==> config.mk <==
export PLATFORM = sky130hd
export DESIGN_NAME = uart_tx_feeder
export DESIGN_NICKNAME = d
export VERILOG_FILES = /design/src/rtl/uart_tx_feeder.sv
export SDC_FILE = /design/constraint.sdc
export NUM_CORES = 1
export LEC_CHECK = 0
export BUFFER_PORTS_ARGS = -buffer_cell sky130_fd_sc_hd__buf_4
export CAP_MARGIN = 20
export CORE_ASPECT_RATIO = 1.2
export CORE_MARGIN = 5
export CORE_UTILIZATION = 54
export CTS_CLUSTER_SIZE = 24
export DETAILED_ROUTE_END_ITERATION = 8
export GPL_ROUTABILITY_DRIVEN = 0
export PLACE_DENSITY = 0.75
export SLEW_MARGIN = 30
export SYNTH_ARGS = -nofsm -noshare
export SYNTH_HDL_FRONTEND = slang
export SYNTH_SLANG_ARGS = --single-unit
==> constraint.sdc <==
create_clock -name clk_i -period 2.6 [get_ports clk_i]
set_input_delay 0.52 -clock clk_i [delete_from_list [all_inputs] [get_ports clk_i]]
set_output_delay 0.52 -clock clk_i [all_outputs]
set_load 0.05 [all_outputs]
==> src/rtl/uart_tx_feeder.sv <==
// Transmit byte FIFO plus sequencer that hands one byte at a time to the UART
// transmitter and waits for its done edge before issuing the next character.
//
// state | meaning
// ------+------------------------------------------------------------
// IDLE  | no character in flight; pop and start one when allowed
// WAIT  | character handed to transmitter, waiting for done rising edge
// GAP   | one settling cycle so the transmitter is idle with done low

module uart_tx_feeder #(
    parameter int DEPTH = 16
) (
    input  logic                         clk_i,
    input  logic                         rst_ni,
    input  logic [7:0]                   wdata_i,
    input  logic                         we_i,
    input  logic                         fifo_clr_i,
    input  logic                         tx_enable_i,
    input  logic [$clog2(DEPTH):0]       wm_thresh_i,
    input  logic                         tx_done_i,
    output logic                         tx_en_o,
    output logic [7:0]                   tx_byte_o,
    output logic                         full_o,
    output logic                         empty_o,
    output logic [$clog2(DEPTH):0]       level_o,
    output logic                         ovf_o,
    output logic                         busy_o,
    output logic                         wm_o
);

    localparam int AW = $clog2(DEPTH);
    localparam logic [AW:0] LEVEL_FULL = (AW+1)'(DEPTH);

    typedef enum logic [1:0] {
        ST_IDLE = 2'd0,
        ST_WAIT = 2'd1,
        ST_GAP  = 2'd2
    } state_t;

    state_t          state_q;
    state_t          state_d;

    logic [7:0]      mem [DEPTH];
    logic [AW-1:0]   wr_ptr_q;
    logic [AW-1:0]   rd_ptr_q;
    logic [AW:0]     level_q;
    logic            done_q;

    logic            full;
    logic            empty;
    logic            wr_ok;
    logic            pop;
    logic            done_rise;

    assign full      = (level_q == LEVEL_FULL);
    assign empty     = (level_q == '0);
    assign done_rise = tx_done_i & ~done_q;

    // A pop never frees a slot for a same-cycle write: fullness is judged
    // on the level before the pop, and a clear discards everything.
    assign wr_ok = we_i & ~full & ~fifo_clr_i;
    assign pop   = (state_q == ST_IDLE) & tx_enable_i & ~empty & ~fifo_clr_i;

    always_ff @(posedge clk_i) begin
        if (wr_ok) begin
            mem[wr_ptr_q] <= wdata_i;
        end
    end

    always_ff @(posedge clk_i or negedge rst_ni) begin
        if (!rst_ni) begin
            wr_ptr_q <= '0;
            rd_ptr_q <= '0;
            level_q  <= '0;
        end else if (fifo_clr_i) begin
            wr_ptr_q <= '0;
            rd_ptr_q <= '0;
            level_q  <= '0;
        end else begin
            if (wr_ok) begin
                wr_ptr_q <= wr_ptr_q + 1'b1;
            end
            if (pop) begin
                rd_ptr_q <= rd_ptr_q + 1'b1;
            end
            case ({wr_ok, pop})
                2'b10:   level_q <= level_q + 1'b1;
                2'b01:   level_q <= level_q - 1'b1;
                default: level_q <= level_q;
            endcase
        end
    end

    always_ff @(posedge clk_i or negedge rst_ni) begin
        if (!rst_ni) begin
            state_q   <= ST_IDLE;
            done_q    <= 1'b0;
            tx_en_o   <= 1'b0;
            tx_byte_o <= 8'h00;
            ovf_o     <= 1'b0;
        end else begin
            state_q <= state_d;
            done_q  <= tx_done_i;
            tx_en_o <= pop;
            ovf_o   <= we_i & full & ~fifo_clr_i;
            if (pop) begin
                tx_byte_o <= mem[rd_ptr_q];
            end
        end
    end

    always_comb begin
        state_d = state_q;
        case (state_q)
            ST_IDLE: if (pop)       state_d = ST_WAIT;
            ST_WAIT: if (done_rise) state_d = ST_GAP;
            ST_GAP:                 state_d = ST_IDLE;
            default:                state_d = ST_IDLE;
        endcase
    end

    assign full_o  = full;
    assign empty_o = empty;
    assign level_o = level_q;
    assign busy_o  = (state_q != ST_IDLE) | ~empty;
    assign wm_o    = (level_q < wm_thresh_i);

endmodule

==> results by group <==
Outcome
  • Outcome: complete, no violations

Power
  • Combinational Power Share: 0.279
  • Pleak: 2.72 nW
  • Sequential Power Share: 0.391
  • Peak VDD IR: 0.000465 V
  • Internal: 5.17 mW
  • Switch Pwr: 2.40 mW
  • Sw Ratio: 0.317
  • Cell Pwr Density: 993 mW/mm^2
  • Total power: 7.57 mW
  • Clock share of power: 0.330

GRT
  • Met3 Track Usage GR: 0.0487
  • Tot GR Track Use: 0.201
  • Met1 Track Usage GR: 0.248
  • Pin count of the biggest net entering global routing: 36
  • Met2 global-route usage: 0.341
  • Number of antenna violations at the first check in global routing: 0
  • GR peak layer: met2
  • First-pass GRT wire length: 20300 um
  • Grt ovf: 0
  • Vias in the first global route: 3607

CTS
  • H-tree depth: 4
  • CTS tree: built
  • CTS Root Cell: clkbuf_16
  • Largest buffer count on any clock path: 2
  • Clock buffers created by TritonCTS: 17
  • Clock transition at the registers of the reported paths: 0.07 ns
  • Clock sink count: 154
  • Clock Latency Late Sink: 0.42 ns

Timing
  • Least-Margin Pin Slew: 0.937 ns
  • Final setup vio count: 0
  • Slew Limit Fails: 0
  • RSZ-0062 raised after global routing: true
  • Slew headroom: 0.373
  • Minimum clock period: 2.50 ns
  • Final period util: 0.962
  • Fin Hold WS: 0.221 ns
  • FMAX: 400 MHz
  • Clk_skew: 0.00625 ns
  • Final hold violation count: 0

Setup path
  • Top delay family on crit path: compound AO/OA/AOI/OAI gates
  • CP Launch Point: level_o[0]
  • Setup crit end kind: primary output
  • Critical path launch point type: flop
  • Critical Path Max Stage Delay: 0.41 ns
  • Reg2Reg Depth: 8
  • RR Endpoint: level_o[4]
  • WS Path Type: flop to primary output
  • R2r setup slk: 0.13 ns
  • RR Startpoint: level_o[2]
  • Worst-path cell chain: buf_4 > nand2b_1 > a21o_1 > a21o_1 > a21o_1 > a21oi_2 > buf_4
  • Critical path required time: 2.08 ns
  • Buffers & Inverters on Critical Path: 2
  • Crit Path Max Fanout: 6
  • Crit path DAT: 1.98 ns
  • Crit path top cell by count: a21o_1
  • CP max stage cell: dfrtp_2

Logic synthesis
  • Synth Warn #: 0
  • Syn Nets: 387
  • Post-synth cell types: 43
  • Top post-synthesis cells by area: edfxtp_1, mux4_2, dfrtp_1
  • Syn_area_per_cell: 17.8 um^2
  • Yosys reg bits: 154
  • Register area share after synthesis: 0.707
  • Synth area leader: edfxtp_1
  • Post-Synthesis Cells: 357
  • Yosys top cell area share: 0.605
  • Mapped Area: 0.00635 mm^2

Die
  • Ports: 38
  • Die height: 129 um
  • Area of the die: 0.0140 mm^2
  • Row cnt: 43
  • Starting Density: 0.549
  • Core box area: 0.0116 mm^2
  • Die X-Extent: 109 um

Min path
  • Worst Hold Path Cells: 1
  • Worst min path class: input pin to flop
  • Worst Hold Path EP: done_q
  • Worst hold path startpoint: tx_done_i

Routing
  • DR pass1 iterations: 4
  • Mean number of vias per cell: 5.78
  • DR iter-0 viols: 262
  • Via count: 3411
  • Final WL: 12800 um
  • ANT nets after route: 0
  • Avg WL per Cell: 21.7 um
  • Drt drc: 0

Final layout
  • Number of antenna diodes: 0
  • Synthesis-to-layout area growth: 19.9%
  • Fin area: 0.00762 mm^2
  • Fin nets: 450
  • Commonest non-fill, non-tap cell in the layout: edfxtp_1
  • Layout cells sized above 1: 0.339
  • Most frequent cells in the layout: edfxtp_1, buf_4, mux4_2

Placement
  • Placed inst area: 0.00696 mm^2
  • Hpwl dp: 7950 um
  • # port buffers: 37

Job
  • Max-cap violations: 0
-- power by group through the flow --
stage | clock (mW) | sequential (mW) | combinational (mW)
after floorplan | 0 | 3.30 | 1.16
after global placement | 0 | 3.00 | 2.01
after detailed placement | 0 | 3.01 | 2.05
after CTS | 2.52 | 2.95 | 2.07
after global routing | 2.65 | 2.97 | 2.25
final | 2.50 | 2.96 | 2.11
-- cell type report --
class | count | area (um^2)
Multi-Input combinational cell | 174 | 1780
Timing Repair Buffer | 63 | 500
Sequential cell | 154 | 4500
Clock inverter | 15 | 178
Fill cell | 755 | 3950
Inverter | 10 | 37.5
Clock buffer | 17 | 425
Tap cell | 157 | 196
-- flip-flops by register name (all words and copies together), names as in the netlist --
register	cells
mem	128
tx_byte_o	8
level_o	5
rd_ptr_q	4
wr_ptr_q	4
state_q	2
done_q	1
ovf_o	1
tx_en_o	1
-- synth_stat cells --
| library cell | instances |
|---|---|
| a2bb2oi_1 | 1 |
| nor4_1 | 4 |
| buf_1 | 2 |
| a221o_1 | 2 |
| mux2i_1 | 19 |
| ha_1 | 11 |
| a21boi_1 | 1 |
| or2_2 | 1 |
| buf_4 | 3 |
| xor2_1 | 5 |
| xnor2_1 | 2 |
| nor4b_4 | 1 |
| buf_6 | 2 |
| edfxtp_1 | 128 |
| nand4_1 | 2 |
| o221ai_1 | 8 |
| or3_2 | 1 |
| buf_2 | 6 |
| a22o_1 | 1 |
| mux4_2 | 32 |
| a21o_1 | 3 |
| clkbuf_1 | 6 |
| inv_1 | 10 |
| a31o_2 | 1 |
| a211o_1 | 1 |
| nor3_1 | 5 |
| nor2b_1 | 3 |
| or4b_2 | 1 |
| o21ai_0 | 3 |
| nand2b_1 | 5 |
| nor2_1 | 28 |
| o41ai_1 | 1 |
| nand3_1 | 2 |
| o21ai_1 | 1 |
| mux2_2 | 1 |
| dfrtp_1 | 26 |
| a21oi_1 | 4 |
| o211ai_2 | 1 |
| and3b_1 | 1 |
| nand2_1 | 19 |
| nor3b_1 | 1 |
| or4_4 | 1 |
| or3_1 | 1 |
-- per-layer routing --
metal	up-vias	wire length [um]
met2	111	6810
met3	27	709
met4	0	277
met1	1739	5030
met5	-	0
li1	1534	-
-- stage by stage --
| step | std cells | setup slack [ns] | TNS, ns | util |
|---|---|---|---|---|
| after floorplan | 357 | -0.102 | -0.102 | - |
| after global placement | 554 | 0.133 | 0 | 0.602 |
| after detailed placement | 554 | 0.100 | 0 | 0.602 |
| after CTS | 587 | 0.0485 | 0 | 0.655 |
| after global routing | 590 | -0.0312 | -0.336 | 0.659 |
| final | 590 | 0.0996 | 0 | 0.659 |
-- repair_timing --
item | 4_1_cts | 5_1_grt
endpoints found under the setup margin | 0 | 35
hold endpoints to repair | 3 | 0
hold buffers | 1 | 0
gates resized for setup | 0 | 5
buffers inserted | 0 | 3
-- cell families (layout without fill, tap and decap cells) --
| logic type | Yosys count | after routing | share of synthesized area |
|---|---|---|---|
| AO/OA/AOI/OAI | 28 | 28 | 0.0341 |
| XOR/XNOR | 7 | 7 | 0.00965 |
| adder cells (fa/ha/maj) | 11 | 11 | 0.0217 |
| buffers and inverters | 29 | 105 | 0.0224 |
| flip-flops | 154 | 154 | 0.707 |
| multiplexers | 52 | 52 | 0.145 |
| AND/OR/NAND/NOR | 76 | 76 | 0.0599 |
-- worst max path at each step --
stage                 end  cells past startpoint
2_1_floorplan  level_o[4]                      9
3_3_place_gp   level_o[4]                      9
3_5_place_dp   level_o[4]                      9
4_1_cts            busy_o                      6
5_1_grt         mem[9][4]                      6
6_report             wm_o                      7
(Power assumes the default switching activity.)
